**src/rtl/ram_slot_arbiter_pkg.sv**
```systemverilog
// Shared constants for the RAM slot arbiter: requester indices, one-hot grant codes
// and the phase windows used by the strobe decode.
package ram_slot_arbiter_pkg;

  localparam int REQ_VID = 0;
  localparam int REQ_SND = 1;
  localparam int REQ_REF = 2;
  localparam int REQ_CPU = 3;
  localparam int REQ_DMA = 4;
  localparam int NUM_REQ = 5;

  localparam logic [2:0] PH_FIRST    = 3'd0;
  localparam logic [2:0] PH_LAST     = 3'd7;
  localparam logic [2:0] OE_FIRST    = 3'd1;
  localparam logic [2:0] OE_LAST     = 3'd6;
  localparam logic [2:0] WE_FIRST    = 3'd2;
  localparam logic [2:0] WE_LAST     = 3'd5;
  localparam logic [2:0] RF_FIRST    = 3'd1;
  localparam logic [2:0] RF_LAST     = 3'd6;
  localparam logic [2:0] DTACK_FIRST = 3'd4;

  typedef enum logic [NUM_REQ-1:0] {
    GNT_IDLE = 5'b00000,
    GNT_VID  = 5'b00001,
    GNT_SND  = 5'b00010,
    GNT_REF  = 5'b00100,
    GNT_CPU  = 5'b01000,
    GNT_DMA  = 5'b10000
  } grant_e;

  function automatic logic in_window(input logic [2:0] ph, input logic [2:0] lo,
                                     input logic [2:0] hi);
    return (ph >= lo) && (ph <= hi);
  endfunction

endpackage

```
**src/rtl/ram_slot_arbiter_refresh.sv**
```systemverilog
// Refresh bookkeeping: counts slots between refresh requests, ages a pending request
// until it becomes urgent, and flags an interval that expires with a request still pending.
module ram_refresh_timer
  import ram_slot_arbiter_pkg::*;
#(
  parameter int REF_INTERVAL  = 64,
  parameter int REF_MAX_DEFER = 8
) (
  input  logic clk_i,
  input  logic reset_i,
  input  logic slot_end_i,
  input  logic ref_done_i,
  output logic pending_o,
  output logic urgent_o,
  output logic overrun_o
);

  localparam int CNT_W = $clog2(REF_INTERVAL);
  localparam int AGE_W = $clog2(REF_MAX_DEFER + 1);
  localparam logic [CNT_W-1:0] CNT_LAST = CNT_W'(REF_INTERVAL - 1);
  localparam logic [AGE_W-1:0] AGE_MAX  = AGE_W'(REF_MAX_DEFER);

  logic [CNT_W-1:0] cnt_q, cnt_d;
  logic [AGE_W-1:0] age_q, age_d;
  logic             pending_q, pending_d;
  logic             overrun_q, overrun_d;
  logic             tick_s;

  always_comb begin
    tick_s    = slot_end_i && (cnt_q == CNT_LAST);
    cnt_d     = cnt_q;
    age_d     = age_q;
    pending_d = pending_q;
    overrun_d = overrun_q;
    if (slot_end_i) begin
      cnt_d = tick_s ? {CNT_W{1'b0}} : cnt_q + CNT_W'(1);
      // A tick landing on the service slot re-arms immediately with a fresh age.
      if (ref_done_i) begin
        pending_d = tick_s;
        age_d     = {AGE_W{1'b0}};
      end else if (tick_s && !pending_q) begin
        pending_d = 1'b1;
        age_d     = {AGE_W{1'b0}};
      end else if (pending_q) begin
        overrun_d = overrun_q | tick_s;
        age_d     = (age_q != AGE_MAX) ? age_q + AGE_W'(1) : age_q;
      end else begin
        pending_d = pending_q;
      end
    end else begin
      cnt_d = cnt_q;
    end
  end

  always_ff @(posedge clk_i or posedge reset_i) begin
    if (reset_i) begin
      cnt_q     <= {CNT_W{1'b0}};
      age_q     <= {AGE_W{1'b0}};
      pending_q <= 1'b0;
      overrun_q <= 1'b0;
    end else begin
      cnt_q     <= cnt_d;
      age_q     <= age_d;
      pending_q <= pending_d;
      overrun_q <= overrun_d;
    end
  end

  assign pending_o = pending_q;
  assign urgent_o  = pending_q && (age_q >= AGE_MAX);
  assign overrun_o = overrun_q;

endmodule

```
**src/rtl/ram_slot_arbiter.sv**
```systemverilog
// Eight-phase RAM slot sequencer: alternates video and CPU slots, picks one owner per
// slot, lets the CPU claim an idle slot early in the slot, and decodes the RAM strobes.
module ram_slot_arbiter
  import ram_slot_arbiter_pkg::*;
#(
  parameter int REF_INTERVAL  = 64,
  parameter int REF_MAX_DEFER = 8,
  parameter int CPU_BORROW    = 1,
  parameter int LATE_CLAIM_PH = 2
) (
  input  logic       clk_i,
  input  logic       reset_i,
  input  logic       clk_en_i,
  input  logic       vid_req_i,
  input  logic       snd_req_i,
  input  logic       cpu_req_i,
  input  logic       cpu_we_i,
  input  logic       dma_req_i,
  input  logic       dma_we_i,
  output logic [2:0] bus_phase_o,
  output logic       video_slot_o,
  output logic [4:0] grant_o,
  output logic [4:0] ack_o,
  output logic       cpu_dtack_o,
  output logic       ram_oe_o,
  output logic       ram_we_o,
  output logic       ram_refresh_o,
  output logic       ref_overrun_o
);

  localparam logic [2:0] LATE_PH = 3'(LATE_CLAIM_PH);

  logic [2:0] phase_q, phase_d;
  logic       video_q, video_d;
  grant_e     grant_q, grant_d;
  logic       wr_q, wr_d;
  logic       cpu_abort_q, cpu_abort_d;
  logic       oe_q, oe_d, we_q, we_d, rf_q, rf_d, dtack_q, dtack_d;

  grant_e     sel_s;
  logic       sel_wr_s;
  logic       slot_end_s, decide_s, late_ok_s, rw_s;
  logic       ref_pending_s, ref_urgent_s, ref_overrun_s;

  ram_refresh_timer #(
    .REF_INTERVAL (REF_INTERVAL),
    .REF_MAX_DEFER(REF_MAX_DEFER)
  ) u_refresh (
    .clk_i     (clk_i),
    .reset_i   (reset_i),
    .slot_end_i(slot_end_s),
    .ref_done_i(slot_end_s && (grant_q == GNT_REF)),
    .pending_o (ref_pending_s),
    .urgent_o  (ref_urgent_s),
    .overrun_o (ref_overrun_s)
  );

  // Slot owner candidate for the decision taken at phase 0.
  always_comb begin
    sel_s    = GNT_IDLE;
    sel_wr_s = 1'b0;
    if (video_q) begin
      if (vid_req_i) begin
        sel_s = GNT_VID;
      end else if (snd_req_i) begin
        sel_s = GNT_SND;
      end else if (ref_pending_s) begin
        sel_s = GNT_REF;
      end else if ((CPU_BORROW != 0) && cpu_req_i) begin
        sel_s    = GNT_CPU;
        sel_wr_s = cpu_we_i;
      end else begin
        sel_s = GNT_IDLE;
      end
    end else begin
      if (ref_urgent_s) begin
        sel_s = GNT_REF;
      end else if (cpu_req_i) begin
        sel_s    = GNT_CPU;
        sel_wr_s = cpu_we_i;
      end else if (dma_req_i) begin
        sel_s    = GNT_DMA;
        sel_wr_s = dma_we_i;
      end else begin
        sel_s = GNT_IDLE;
      end
    end
  end

  // Next phase, slot type, grant and registered strobe values.
  always_comb begin
    slot_end_s = clk_en_i && (phase_q == PH_LAST);
    decide_s   = clk_en_i && (phase_q == PH_FIRST);
    late_ok_s  = clk_en_i && (grant_q == GNT_IDLE) && (phase_q >= 3'd1) &&
                 (phase_q <= LATE_PH) && cpu_req_i && (!video_q || (CPU_BORROW != 0));
    phase_d    = clk_en_i ? phase_q + 3'd1 : phase_q;
    video_d    = slot_end_s ? !video_q : video_q;
    grant_d    = grant_q;
    wr_d       = wr_q;
    if (slot_end_s) begin
      grant_d = GNT_IDLE;
      wr_d    = 1'b0;
    end else if (decide_s) begin
      grant_d = sel_s;
      wr_d    = sel_wr_s;
    end else if (late_ok_s) begin
      grant_d = GNT_CPU;
      wr_d    = cpu_we_i;
    end else begin
      grant_d = grant_q;
    end

    // A CPU that lets go of its request forfeits the ack but not the strobes.
    cpu_abort_d = cpu_abort_q;
    if (decide_s) begin
      cpu_abort_d = 1'b0;
    end else if (clk_en_i && (grant_q == GNT_CPU) && !cpu_req_i) begin
      cpu_abort_d = 1'b1;
    end else begin
      cpu_abort_d = cpu_abort_q;
    end

    rw_s    = (grant_d == GNT_CPU) || (grant_d == GNT_DMA);
    oe_d    = in_window(phase_d, OE_FIRST, OE_LAST) &&
              ((grant_d == GNT_VID) || (grant_d == GNT_SND) || (rw_s && !wr_d));
    we_d    = in_window(phase_d, WE_FIRST, WE_LAST) && rw_s && wr_d;
    rf_d    = in_window(phase_d, RF_FIRST, RF_LAST) && (grant_d == GNT_REF);
    dtack_d = (grant_d == GNT_CPU) && (phase_d >= DTACK_FIRST) && cpu_req_i;
  end

  // State and output registers; everything holds while clk_en is low.
  always_ff @(posedge clk_i or posedge reset_i) begin
    if (reset_i) begin
      phase_q     <= 3'd0;
      video_q     <= 1'b1;
      grant_q     <= GNT_IDLE;
      wr_q        <= 1'b0;
      cpu_abort_q <= 1'b0;
      oe_q        <= 1'b0;
      we_q        <= 1'b0;
      rf_q        <= 1'b0;
      dtack_q     <= 1'b0;
    end else if (clk_en_i) begin
      phase_q     <= phase_d;
      video_q     <= video_d;
      grant_q     <= grant_d;
      wr_q        <= wr_d;
      cpu_abort_q <= cpu_abort_d;
      oe_q        <= oe_d;
      we_q        <= we_d;
      rf_q        <= rf_d;
      dtack_q     <= dtack_d;
    end
  end

  // Ack is a single-clock pulse on the enabled phase-7 cycle of the owning slot.
  always_comb begin
    if (slot_end_s && !((grant_q == GNT_CPU) && (cpu_abort_q || !cpu_req_i))) begin
      ack_o = grant_q;
    end else begin
      ack_o = 5'b00000;
    end
  end

  assign bus_phase_o   = phase_q;
  assign video_slot_o  = video_q;
  assign grant_o       = grant_q;
  assign cpu_dtack_o   = dtack_q;
  assign ram_oe_o      = oe_q;
  assign ram_we_o      = we_q;
  assign ram_refresh_o = rf_q;
  assign ref_overrun_o = ref_overrun_s;

endmodule

```
**config.mk**
```make
export PLATFORM = sky130hd
export DESIGN_NAME = ram_slot_arbiter
export DESIGN_NICKNAME = d
export VERILOG_FILES = /design/src/rtl/ram_slot_arbiter_pkg.sv /design/src/rtl/ram_slot_arbiter_refresh.sv /design/src/rtl/ram_slot_arbiter.sv
export SDC_FILE = /design/constraint.sdc
export NUM_CORES = 1
export LEC_CHECK = 0
export BUFFER_PORTS_ARGS = -buffer_cell sky130_fd_sc_hd__buf_2
export CAP_MARGIN = 20
export CORE_MARGIN = 8
export CORE_UTILIZATION = 60
export CTS_CLUSTER_SIZE = 16
export DETAILED_ROUTE_END_ITERATION = 16
export GPL_ROUTABILITY_DRIVEN = 0
export GPL_TIMING_DRIVEN = 1
export HOLD_SLACK_MARGIN = 0.12
export PLACE_DENSITY = 0.84
export SETUP_SLACK_MARGIN = 0.02
export SKIP_CTS_REPAIR_TIMING = 1
export SYNTH_ARGS = -nofsm -noshare
export SYNTH_HDL_FRONTEND = slang
export SYNTH_SLANG_ARGS = --single-unit
```
**constraint.sdc**
```tcl
create_clock -name clk_i -period 6.2 [get_ports clk_i]
set_clock_uncertainty 0.05 [all_clocks]
set_input_delay 0.93 -clock clk_i [delete_from_list [all_inputs] [get_ports clk_i]]
set_output_delay 0.93 -clock clk_i [all_outputs]
set_load 0.02 [all_outputs]
```
# [After elaboration in Yosys (flattened, before gate mapping)]
# Index checks and enable logic that the tools add are counted.
[totals] ff_bits=27
[classes] add_sub_neg=3 bitwise=3 reduce_logical=43 n_mux=33 order_cmp=8 eq_ne=10
[ops] op="$mux W5" count=8
[ops] op="$mux W4" count=8
[ops] op="$logic_and A1 B1 Y1" count=23
[ops] op="$mux W1" count=15
[ops] op="$eq A5 B3 Y1 const B" count=2
[ops] op="$eq A5 B4 Y1 const B" count=2
[ops] op="$add A6 B1 Y6 const B" count=1
[ops] op="$eq A6 B6 Y1 const B" count=1
[ops] op="$ge A3 B1 Y1 const B" count=2
[ops] op="$le A3 B3 Y1 const B" count=2
[ops] op="$mux W6" count=1
[ops] op="$reduce_and A2 Y1" count=3
[ops] op="$reduce_bool A3 Y1" count=2
[ops] op="$eq A5 B1 Y1 const B" count=1
[ops] op="$eq A5 B2 Y1 const B" count=1
[ops] op="$eq A5 B5 Y1 const B" count=1
[ops] op="$logic_not A1 Y1" count=5
[ops] op="$logic_not A5 Y1" count=1
[ops] op="$add A4 B1 Y4 const B" count=1
[ops] op="$ge A4 B4 Y1 const B" count=1
[ops] op="$logic_or A1 B1 Y1" count=4
[ops] op="$ne A4 B4 Y1 const B" count=1
[ops] op="$reduce_and A4 Y1" count=1
[ops] op="$reduce_bool A2 Y1" count=2
[ops] op="10 further kinds" count=11

# [Longest topological paths before layout]
# Gate-level depths: netlist (run 1).
[logic_depth] ltp_word=13 depth_mapped=10 ltp_nobuf=8

# [Modules after synthesis]
# Synthesis (run 1) repeated with hierarchy kept, for this count alone.
[unflattened] cells_unflattened=181 hier_area_um2=1692.9
[by_module_without_submodules] module="ram_slot_arbiter" area_each_um2=1042.2 n_inst=1 cells_per_inst=117 seq_area_each_um2=376.6
[by_module_without_submodules] module="ram_refresh_timer" area_each_um2=650.6 n_inst=1 cells_per_inst=64 seq_area_each_um2=300.3

# [Worst setup path before layout (run 1)]
# OpenSTA, ideal clock, no wires.
[synth_timing] path_type="input to output" start="in clk_en_i" end="out ack_o[3]" t_required_ns=5.220 t_arrival_ns=1.701 stages=5 slack_ns=3.519 path_cell_list="buf_4 -> and2_1 -> buf_2 -> nand2_1 -> nor2_1"
[synth_between] elab_chain_len=3
[synth_lines] element="from (decl)" line_no="ram_slot_arbiter.sv:13" source="input logic clk_en_i,"
[synth_lines] element="$logic_and A1 B1 Y1" line_no="ram_slot_arbiter.sv:92" source="slot_end_s = clk_en_i && (phase_q == PH_LAST);"
[synth_lines] element="$logic_and A1 B1 Y1" line_no="ram_slot_arbiter.sv:158" source="if (slot_end_s && !((grant_q == GNT_CPU) && (cpu_abort_q || !cpu_req_i))) begin"
[synth_lines] element="$mux W5" line_no="ram_slot_arbiter.sv:158"
[synth_lines] element="to (decl)" line_no="ram_slot_arbiter.sv:23" source="output logic [4:0] ack_o,"
# Every way passes these cells.

# [Final worst setup path (run 1)]
[layout_timing] start="reg phase_q[0], in the netlist bus_phase_o[0]" end="out ack_o[3]"
[layout_between] elab_chain_len=4
[layout_lines] element="from (decl)" line_no="ram_slot_arbiter.sv:33" source="logic [2:0] phase_q, phase_d;"
[layout_lines] element="from (signal assigned)" line_no="ram_slot_arbiter.sv:144" source="phase_q <= phase_d;"
[layout_lines] element="$eq A3 B3 Y1" line_no="ram_slot_arbiter.sv:92"
[layout_lines] element="$logic_and A1 B1 Y1" line_no="ram_slot_arbiter.sv:92"
[layout_lines] element="$logic_and A1 B1 Y1" line_no="ram_slot_arbiter.sv:158"
[layout_lines] element="$mux W5" line_no="ram_slot_arbiter.sv:158"
# Every way passes these cells.

==> impl_metrics.py, run 1 <==
metrics = {
    "worst_hold_path": {
        "min_path_type": "reg2reg",
        "timing.hold.worst.start": "u_refresh.overrun_o$_DFFE_PP0P_",
        "min_delay_worst_endpoint": "u_refresh.overrun_o$_DFFE_PP0P_",
        "whs_path_depth": 1,
    },
    "die": {
        "die_h_um": 69.1,
        "floorplan_core_area_um2": 2710,
        "placement_rows": 19,
        "count_of_boundary_i_o_pins": 28,
        "die_x_um": 69.1,
        "start_util_pct": 62.3,
        "die-area_um2": 4770,
    },
    "timing": {
        "max_freq_mhz": 319,
        "timing_worst_slew_pin_value_ps": 535,
        "final_max_slew_viol_count": 0,
        "max_slew_margin_pct": 64.3,
        "period_utilization_pct": 50.6,
        "setup_tns_ps": 0,
        "setup-violations-final": 0,
        "rsz0062_at_grt": "false",
        "period_minus_slack_ps": 3140,
        "hold_viol_final": 0,
        "final.hold.worst_slack_ps": 448,
    },
    "synth": {
        "mean_instance_size_in_the_synthesized_netlist_um2": 9.28,
        "seq_area_frac_synth_pct": 40.1,
        "yosys.area.top_type": "sky130_fd_sc_hd__dfrtp_1",
        "netlist-cell-type-count": 55,
        "synth-edff-count": 0,
        "synth.net_count": 199,
        "ys_top_cells_by_area": "sky130_fd_sc_hd__dfrtp_1 (39%), sky130_fd_sc_hd__ha_1 (5.9%), sky130_fd_sc_hd__nand2_1 (3.8%), sky130_fd_sc_hd__nor2_1 (3.8%), sky130_fd_sc_hd__xor2_1 (3.1%)",
        "synth_cells": 182,
        "synthDominantCellAreaShare_pct": 38.5,
        "synth-async-reset-ratio_pct": 100,
        "yosysWarnings": 0,
        "ys_dominant_reg_cell": "sky130_fd_sc_hd__dfrtp_1",
        "synth_cell_area_um2": 1690,
        "synth.ff_latch_count": 27,
    },
    "final_layout": {
        "drive_above_1_share_pct": 23.7,
        "combined_flip_flop_and_latch_cell_area_um2": 677,
        "filler_cell_count": 212,
        "layout_commonest_cell": "sky130_fd_sc_hd__buf_2",
        "nNetsFinal": 225,
        "diodes": 0,
        "syn_to_final_growth_pct": 11.6,
        "multi_input_comb_area_um2": 928,
        "final_cell_mix": "sky130_fd_sc_hd__buf_2 (27), sky130_fd_sc_hd__dfrtp_1 (26), sky130_fd_sc_hd__nor2_1 (17), sky130_fd_sc_hd__nand2_1 (17), sky130_fd_sc_hd__inv_1 (13)",
    },
    "critical_path": {
        "reg2reg_depth": 8,
        "r2r_end": "u_refresh.age_q[3]$_DFFE_PP0P_",
        "reg2reg_from": "bus_phase_o[0]$_DFFE_PP0P_",
        "cp_slowest_cell": "sky130_fd_sc_hd__dfrtp_1",
        "cp_data_arrival_time_ps": 2160,
        "critPathRequiredTime_ps": 5220,
        "path_cells": "ha_1 > ha_1 > and2_1 > nand2_1 > nor2_1 > buf_2",
        "worst-setup-path-type": "reg2out",
        "cpLargestDelayFamily": "simple AND/OR/NAND/NOR gates",
        "r2r_setup_slack_ps": 3830,
        "crit_path_frequent_cell": "sky130_fd_sc_hd__ha_1",
        "start_kind": "register",
        "critical_path.max_stage_delay_ps": 490,
        "crit_path_max_fanout": 10,
        "end_kind": "output pin",
        "critical_path_buf_inv_count": 1,
    },
    "drt": {
        "wl_cell_um": 16.3,
        "avgViaCountPerCell": 6.00,
        "detail_route.first_pass.iterations": 4,
        "postRouteAntennaNets": 0,
        "drt-total-wl_um": 3880,
        "num_vias": 1427,
        "drtIter0Drc": 88,
        "post-route-drc-count": 0,
    },
    "clock_tree": {
        "clock_tree.buffer_depth": 2,
        "htree_num_levels": 1,
        "path_clk_slew_ps": 140,
        "clock_insertion_delay_worst_skew_ps": 340,
        "tritoncts.num_buffers": 3,
        "clk_root_buffer_cell": "sky130_fd_sc_hd__clkbuf_4",
        "tritoncts": "done",
        "cts_sinks": 27,
    },
    "global_routing": {
        "gr-total-overflow": 0,
        "grt_pass1_vias": 1510,
        "grt_antenna_before_repair": 0,
        "all_layer_gr_usage_pct": 15.9,
        "grt_pass1_wl_um": 6590,
        "grt_start_max_net_pins": 28,
    },
    "pwr": {
        "peakVddDrop_mv": 0.319,
        "power-per-cell-area_nw_per_um2": 412,
        "total_power_w": 0.000777,
        "power.static_leakage_nw": 0.941,
    },
    "place": {
        "place.detailed.hpwl_um": 2860,
        "port-buffer-count": 27,
    },
    "run_status": {
        "outcome": "finished clean",
    },
    "job": {
        "max-cap-violations": 0,
    },
}
## stage by stage
step                area (um2)  instances  worst slack (ps)  util, %
floorplan                 1690        182              3520        -
global placement          1830        233              3240     67.5
detailed placement        1830        233              3200     67.5
CTS                       1860        237              3080     68.6
global route              1890        238              2940     69.6
finish                    1890        238              3060     69.6
## how the worst max path moves through the flow
| stage | depth (start not counted) | startpoint | endpoint | slack [ps] |
|---|---|---|---|---|
| finish | 6 | bus_phase_o[0]$_DFFE_PP0P_ | ack_o[3] | 3060 |
| global route | 6 | bus_phase_o[0]$_DFFE_PP0P_ | ack_o[3] | 2940 |
| CTS | 6 | bus_phase_o[0]$_DFFE_PP0P_ | ack_o[3] | 3080 |
| detailed placement | 5 | clk_en_i | ack_o[3] | 3200 |
| global placement | 5 | clk_en_i | ack_o[3] | 3240 |
| floorplan | 5 | clk_en_i | ack_o[3] | 3520 |
## layout make-up
| cell class | count | share of cell area [%] |
|---|---|---|
| clock buffer | 3 | 1.19 |
| tap | 31 | 2.06 |
| inverter | 13 | 2.59 |
| clock inverter | 1 | 0.398 |
| multi-input combinational | 135 | 49.2 |
| timing repair buffer | 28 | 8.63 |
| sequential | 27 | 35.9 |
## cells by family (layout without fill, tap and decap cells)
| family | count (synthesis) | count (layout) | share of synthesized area [%] |
|---|---|---|---|
| XOR/XNOR | 10 | 10 | 5.18 |
| buffers and inverters | 20 | 45 | 4.96 |
| multiplexers | 4 | 4 | 2.52 |
| flip-flops | 27 | 27 | 40.1 |
| AO/OA/AOI/OAI | 36 | 36 | 16.1 |
| AND/OR/NAND/NOR | 77 | 77 | 25.3 |
| adder cells (fa/ha/maj) | 8 | 8 | 5.93 |
## report_power, final
part	internal (W)	total, W	switching [W]
Sequential	0.000230	0.000295	0.0000653
Combinational	0.000162	0.000402	0.000240
Clock	0.0000248	0.0000804	0.0000556
## registers in the layout, summed over array words and instances (netlist names)
name                 cells
bus_phase_o              3
cpu_abort_q              1
cpu_dtack_o              1
grant_o                  5
ram_oe_o                 1
ram_refresh_o            1
ram_we_o                 1
u_refresh.age_q          4
u_refresh.cnt_q          6
u_refresh.overrun_o      1
u_refresh.pending_o      1
video_slot_o             1
wr_q                     1
## layer usage
metal / part of all wire (%) / track usage (%) / vias to the layer above
met1: 40 / 18.0 / 668
li1: - / - / 692
met4: 1.8 / 5.92 / 0
met2: 52 / 28.3 / 58
met5: 0 / 0 / -
met3: 5.6 / 3.58 / 9
## Yosys cell counts (2+ instances only)
library cell	number
sky130_fd_sc_hd__a211oi_1	2
sky130_fd_sc_hd__a21o_1	2
sky130_fd_sc_hd__a21oi_1	5
sky130_fd_sc_hd__a22oi_1	2
sky130_fd_sc_hd__a41oi_1	2
sky130_fd_sc_hd__and2_1	2
sky130_fd_sc_hd__and3_1	3
sky130_fd_sc_hd__and3b_1	2
sky130_fd_sc_hd__buf_2	4
sky130_fd_sc_hd__clkbuf_1	2
sky130_fd_sc_hd__dfrtp_1	26
sky130_fd_sc_hd__ha_1	8
sky130_fd_sc_hd__inv_1	13
sky130_fd_sc_hd__mux2_2	2
sky130_fd_sc_hd__mux2i_1	2
sky130_fd_sc_hd__nand2_1	17
sky130_fd_sc_hd__nand3_1	10
sky130_fd_sc_hd__nand4_1	4
sky130_fd_sc_hd__nand4b_1	2
sky130_fd_sc_hd__nor2_1	17
sky130_fd_sc_hd__nor2b_1	5
sky130_fd_sc_hd__nor3_1	2
sky130_fd_sc_hd__o21ai_0	8
sky130_fd_sc_hd__xnor2_1	4
sky130_fd_sc_hd__xor2_1	6
Note: power is estimated with default switching activity, not from simulation.
==> run 2, diff against run 1 <==
--- a/config.mk
+++ b/config.mk
@@ -8,13 +8,13 @@
 export BUFFER_PORTS_ARGS = -buffer_cell sky130_fd_sc_hd__buf_2
 export CAP_MARGIN = 20
 export CORE_MARGIN = 8
-export CORE_UTILIZATION = 60
+export CORE_UTILIZATION = 56
 export CTS_CLUSTER_SIZE = 16
 export DETAILED_ROUTE_END_ITERATION = 16
 export GPL_ROUTABILITY_DRIVEN = 0
 export GPL_TIMING_DRIVEN = 1
 export HOLD_SLACK_MARGIN = 0.12
-export PLACE_DENSITY = 0.84
+export PLACE_DENSITY = 0.79
 export SETUP_SLACK_MARGIN = 0.02
 export SKIP_CTS_REPAIR_TIMING = 1
 export SYNTH_ARGS = -nofsm -noshare
==> constraint.sdc (replaced) <==
create_clock -name clk_i -period 3.06 [get_ports clk_i]
set_clock_uncertainty 0.05 [all_clocks]
set_input_delay 0.459 -clock clk_i [delete_from_list [all_inputs] [get_ports clk_i]]
set_output_delay 0.459 -clock clk_i [all_outputs]
set_load 0.02 [all_outputs]
==> impl_metrics.py, run 2 (same netlist as run 1, synthesis figures left out) <==
metrics = {
    "die": {
        "floorplan_core_area_um2": 2950,
        "die_h_um": 70.9,
        "start_util_pct": 57.2,
        "die-area_um2": 5030,
        "placement_rows": 20,
        "die_x_um": 70.9,
        "count_of_boundary_i_o_pins": 28,
    },
    "timing": {
        "rsz0062_at_grt": "false",
        "setup_tns_ps": 0,
        "period_utilization_pct": 86.6,
        "hold_viol_final": 0,
        "final.hold.worst_slack_ps": 412,
        "finalWorstSetupSlack_ps": 409,
        "setup-violations-final": 0,
        "max_slew_margin_pct": 68.9,
        "max_freq_mhz": 377,
        "period_minus_slack_ps": 2650,
        "final_max_slew_viol_count": 0,
        "timing_worst_slew_pin_value_ps": 461,
    },
    "critical_path": {
        "r2r_setup_slack_ps": 720,
        "r2r_end": "u_refresh.age_q[3]$_DFFE_PP0P_",
        "end_kind": "output pin",
        "critical_path.startpoint": "bus_phase_o[0]$_DFFE_PP0P_",
        "worst-setup-path-type": "reg2out",
        "crit_path_max_fanout": 10,
        "cp_data_arrival_time_ps": 2140,
        "reg2reg_from": "bus_phase_o[0]$_DFFE_PP0P_",
        "reg2reg_depth": 8,
        "cp_slowest_cell": "sky130_fd_sc_hd__dfrtp_1",
        "worst_setup_path_endpoint": "ack_o[3]",
        "path_cells": "ha_1 > ha_1 > and2_1 > nand2_1 > nor2_1 > buf_2",
        "critPathRequiredTime_ps": 2550,
        "critical_path.max_stage_delay_ps": 490,
        "start_kind": "register",
        "crit_path_frequent_cell": "sky130_fd_sc_hd__ha_1",
    },
    "job": {
        "max-cap-violations": 0,
    },
    "clock_tree": {
        "clock_tree.buffer_depth": 2,
        "tritoncts.num_buffers": 3,
        "cts_sinks": 27,
        "clk_root_buffer_cell": "sky130_fd_sc_hd__clkbuf_4",
        "clock_insertion_delay_worst_skew_ps": 330,
        "path_clk_slew_ps": 140,
        "tritoncts": "done",
        "htree_num_levels": 1,
    },
    "place": {
        "place.detailed.hpwl_um": 2920,
        "port-buffer-count": 27,
        "detailedPlace.worstSlack_ps": 732,
    },
    "drt": {
        "drtIter0Drc": 95,
        "drt-total-wl_um": 3860,
        "num_vias": 1463,
        "wl_cell_um": 16.0,
        "detail_route.first_pass.iterations": 4,
        "postRouteAntennaNets": 0,
        "avgViaCountPerCell": 6.07,
        "post-route-drc-count": 0,
    },
    "final_layout": {
        "final_cell_mix": "sky130_fd_sc_hd__buf_2 (27), sky130_fd_sc_hd__dfrtp_1 (26), sky130_fd_sc_hd__nor2_1 (17), sky130_fd_sc_hd__nand2_1 (17), sky130_fd_sc_hd__inv_1 (13)",
        "largest-register": "u_refresh.cnt_q",
        "drive_above_1_share_pct": 23.6,
        "diodes": 0,
        "nNetsFinal": 226,
        "filler_cell_count": 257,
        "largest_register_ff_count": 6,
        "layout_commonest_cell": "sky130_fd_sc_hd__buf_2",
        "syn_to_final_growth_pct": 12.2,
    },
    "pwr": {
        "power.static_leakage_nw": 0.949,
        "total_power_w": 0.00157,
        "peakVddDrop_mv": 0.424,
        "power-per-cell-area_nw_per_um2": 829,
    },
    "worst_hold_path": {
        "timing.hold.worst.start": "snd_req_i",
        "min_path_type": "in2reg",
    },
    "global_routing": {
        "grt_antenna_before_repair": 0,
        "grt_start_max_net_pins": 28,
        "gr-total-overflow": 0,
        "all_layer_gr_usage_pct": 15.7,
        "grt_pass1_wl_um": 6530,
        "grt_pass1_vias": 1455,
    },
    "run_status": {
        "outcome": "finished clean",
    },
}
-- run 2: cell types whose count changed in the layout (fill, tap and decap cells not counted) --
cell                            delta
sky130_fd_sc_hd__clkinv_2          +1
sky130_fd_sc_hd__clkinvlp_4        -1
sky130_fd_sc_hd__dlygate4sd3_1     +1
-- run 2: metrics by stage --
step,utilization (%),std cells,area (um2)
finish,64.2,241,1900
global route,64.2,241,1900
CTS,62.9,239,1860
detailed placement,62.0,235,1830
global placement,62.0,235,1830
floorplan,-,182,1690
-- run 2: critical path: cells and delay by family (launching register included) --
kind                     cells  cell delay, ps
adder cells (fa/ha/maj)      2             540
buffers and inverters        1             170
flip-flops                   1             490
AND/OR/NAND/NOR              3             610
-- run 2: layout make-up --
cell class,instances,area (um2),area share (%)
clock buffers,3,22.5,1.19
clock inverters,1,5.00,0.264
inverters,13,48.8,2.57
multi-input cells,135,928,49.0
flip-flops and latches,27,677,35.7
well taps,33,41.3,2.18
repair buffers,29,173,9.11
-- run 2: power breakdown --
group | total, W | internal [W] | switching [W]
Sequential | 0.000599 | 0.000465 | 0.000134
Clock | 0.000156 | 0.0000492 | 0.000107
Combinational | 0.000817 | 0.000330 | 0.000487
-- run 2: how the worst min path moves through the flow --
| stage | end | cells after the start |
|---|---|---|
| after CTS | u_refresh.cnt_q[4]$_DFFE_PP0P_ | 2 |
| after floorplan | u_refresh.cnt_q[5]$_DFFE_PP0P_ | 1 |
| final | grant_o[1]$_DFFE_PP0P_ | 3 |
| after global routing | grant_o[1]$_DFFE_PP0P_ | 3 |
| after global placement | u_refresh.overrun_o$_DFFE_PP0P_ | 1 |
| after detailed placement | u_refresh.overrun_o$_DFFE_PP0P_ | 1 |
-- run 2: layer usage --
metal / wire, um / up-vias / track usage [%] / part of all wire, %
li1: - / 697 / - / -
met1: 1610 / 712 / 17.3 / 42
met2: 2010 / 45 / 29.2 / 52
met3: 176 / 9 / 2.40 / 4.6
met4: 66 / 0 / 6.24 / 1.7
met5: 0 / - / 0 / 0
==> run 3, diff against run 2 <==
--- a/config.mk
+++ b/config.mk
@@ -14,7 +14,9 @@
 export GPL_ROUTABILITY_DRIVEN = 0
 export GPL_TIMING_DRIVEN = 1
 export HOLD_SLACK_MARGIN = 0.12
+export MAX_ROUTING_LAYER = met4
 export PLACE_DENSITY = 0.79
+export REMOVE_ABC_BUFFERS = 1
 export SETUP_SLACK_MARGIN = 0.02
 export SKIP_CTS_REPAIR_TIMING = 1
 export SYNTH_ARGS = -nofsm -noshare
==> impl_metrics.py, run 3 (same netlist as run 1, synthesis figures left out) <==
metrics = {
    "timing": {
        "finalWorstSetupSlack_ps": 385,
        "hold_viol_final": 0,
        "setup-violations-final": 0,
        "period_minus_slack_ps": 2670,
        "max_slew_margin_pct": 68.5,
        "period_utilization_pct": 87.4,
        "max_freq_mhz": 374,
        "timing_worst_slew_pin_value_ps": 467,
        "setup_tns_ps": 0,
        "final_max_slew_viol_count": 0,
        "rsz0062_at_grt": "false",
    },
    "drt": {
        "postRouteAntennaNets": 0,
        "wl_cell_um": 16.7,
        "detail_route.first_pass.iterations": 4,
        "post-route-drc-count": 0,
        "num_vias": 1462,
        "drtIter0Drc": 138,
        "drt-total-wl_um": 4030,
        "avgViaCountPerCell": 6.07,
    },
    "clock_tree": {
        "tritoncts": "done",
        "htree_num_levels": 1,
        "clk_root_buffer_cell": "sky130_fd_sc_hd__clkbuf_4",
        "clock_tree.buffer_depth": 2,
        "path_clk_slew_ps": 160,
        "tritoncts.num_buffers": 3,
        "clock_insertion_delay_worst_skew_ps": 340,
        "cts_sinks": 27,
    },
    "run_status": {
        "outcome": "finished clean",
    },
    "die": {
        "die-area_um2": 5030,
        "placement_rows": 20,
        "count_of_boundary_i_o_pins": 28,
        "start_util_pct": 57.2,
        "floorplan_core_area_um2": 2950,
        "die_h_um": 70.9,
        "die_x_um": 70.9,
    },
    "final_layout": {
        "layout_commonest_cell": "sky130_fd_sc_hd__buf_2",
        "syn_to_final_growth_pct": 12.4,
        "filler_cell_count": 246,
        "final_util_pct": 64.3,
        "largest-register": "u_refresh.cnt_q",
        "final_std_cells_w_o_fill": 241,
        "final_cell_mix": "sky130_fd_sc_hd__buf_2 (27), sky130_fd_sc_hd__dfrtp_1 (26), sky130_fd_sc_hd__nor2_1 (17), sky130_fd_sc_hd__nand2_1 (17), sky130_fd_sc_hd__inv_1 (13)",
        "nNetsFinal": 226,
        "diodes": 0,
        "largest_register_ff_count": 6,
        "drive_above_1_share_pct": 23.6,
    },
    "worst_hold_path": {
        "timing.hold.worst.start": "snd_req_i",
        "min_path_type": "in2reg",
    },
    "global_routing": {
        "grt_pass1_wl_um": 6980,
        "grt_pass1_vias": 1512,
        "grt_start_max_net_pins": 28,
        "all_layer_gr_usage_pct": 17.5,
        "gr-total-overflow": 0,
        "grt_antenna_before_repair": 0,
    },
    "pwr": {
        "power.static_leakage_nw": 0.946,
        "power-per-cell-area_nw_per_um2": 834,
        "clock_power_share_pct": 10.4,
        "cellInternalPower_w": 0.000845,
        "net_switching_share_of_the_total_power_pct": 46.6,
        "share_comb_of_total_power_pct": 51.7,
        "share_seq_of_total_power_pct": 37.9,
        "peakVddDrop_mv": 0.627,
        "netSwitchingPower_w": 0.000737,
    },
    "critical_path": {
        "path_cells": "ha_1 > ha_1 > and2_1 > nand2_1 > nor2_1 > buf_2",
        "crit_path_max_fanout": 10,
        "reg2reg_from": "bus_phase_o[0]$_DFFE_PP0P_",
        "critical_path.max_stage_delay_ps": 490,
        "cp_data_arrival_time_ps": 2170,
        "end_kind": "output pin",
        "crit_path_frequent_cell": "sky130_fd_sc_hd__ha_1",
        "critPathRequiredTime_ps": 2550,
        "critical_path.startpoint": "bus_phase_o[0]$_DFFE_PP0P_",
        "cp_slowest_cell": "sky130_fd_sc_hd__dfrtp_1",
        "start_kind": "register",
        "r2r_setup_slack_ps": 690,
        "worst-setup-path-type": "reg2out",
    },
    "job": {
        "max-cap-violations": 0,
    },
    "place": {
        "port-buffer-count": 27,
        "place.detailed.hpwl_um": 3020,
        "dp_cells": 235,
        "detailedPlace.worstSlack_ps": 677,
    },
}
run 3: changes by cell type in the layout (fill, tap and decap cells not counted):
cell / change
sky130_fd_sc_hd__clkinv_2: -1
sky130_fd_sc_hd__clkinvlp_4: +1
run 3: worst paths after layout:
path / cells after the start / to
setup / recovery: 6 / ack_o[3]
max in group asynchronous: 4 / video_slot_o$_DFFE_PP1P_
hold / removal: 3 / grant_o[1]$_DFFE_PP0P_
setup reg to reg: 7 / u_refresh.age_q[3]$_DFFE_PP0P_
min in group asynchronous: 3 / cpu_dtack_o$_DFFE_PP0P_
hold reg to reg: 1 / u_refresh.overrun_o$_DFFE_PP0P_
run 3: cell type report:
cell class	count	area (um2)	share of cell area, %
flip-flops and latches	27	677	35.7
clock inverters	1	7.51	0.396
clock buffers	3	22.5	1.19
well taps	33	41.3	2.18
multi-input cells	135	928	48.9
inverters	13	48.8	2.57
repair buffers	29	173	9.10
run 3: stage by stage:
stage | area (um2) | total power [W] | hold WS [ps]
floorplan | 1650 | 0.00118 | 407
global placement | 1830 | 0.00138 | 401
detailed placement | 1830 | 0.00141 | 410
CTS | 1860 | 0.00158 | 327
global route | 1900 | 0.00170 | 420
finish | 1900 | 0.00158 | 416
run 3: critical path, delay by kind of cell (launching register included):
family	cells	cell delay [ps]
AND/OR/NAND/NOR	3	620
adder cells (fa/ha/maj)	2	540
flip-flops	1	490
buffers and inverters	1	170
run 3: metal layers:
| layer | GRT usage [%] | up-vias | wire (um) |
|---|---|---|---|
| li1 | - | 702 | - |
| met5 | - | - | 0 |
| met2 | 31.6 | 46 | 2120 |
| met1 | 18.9 | 705 | 1680 |
| met4 | 6.70 | 0 | 74 |
| met3 | 2.26 | 9 | 157 |
run 3: power by group through the flow:
| stage | combinational [W] | sequential (W) | clock (W) |
|---|---|---|---|
| 2_1_floorplan | 0.000521 | 0.000660 | 0 |
| 3_3_place_gp | 0.000789 | 0.000593 | 0 |
| 3_5_place_dp | 0.000810 | 0.000602 | 0 |
| 4_1_cts | 0.000814 | 0.000597 | 0.000167 |
| 5_1_grt | 0.000899 | 0.000616 | 0.000183 |
| 6_report | 0.000818 | 0.000600 | 0.000165 |
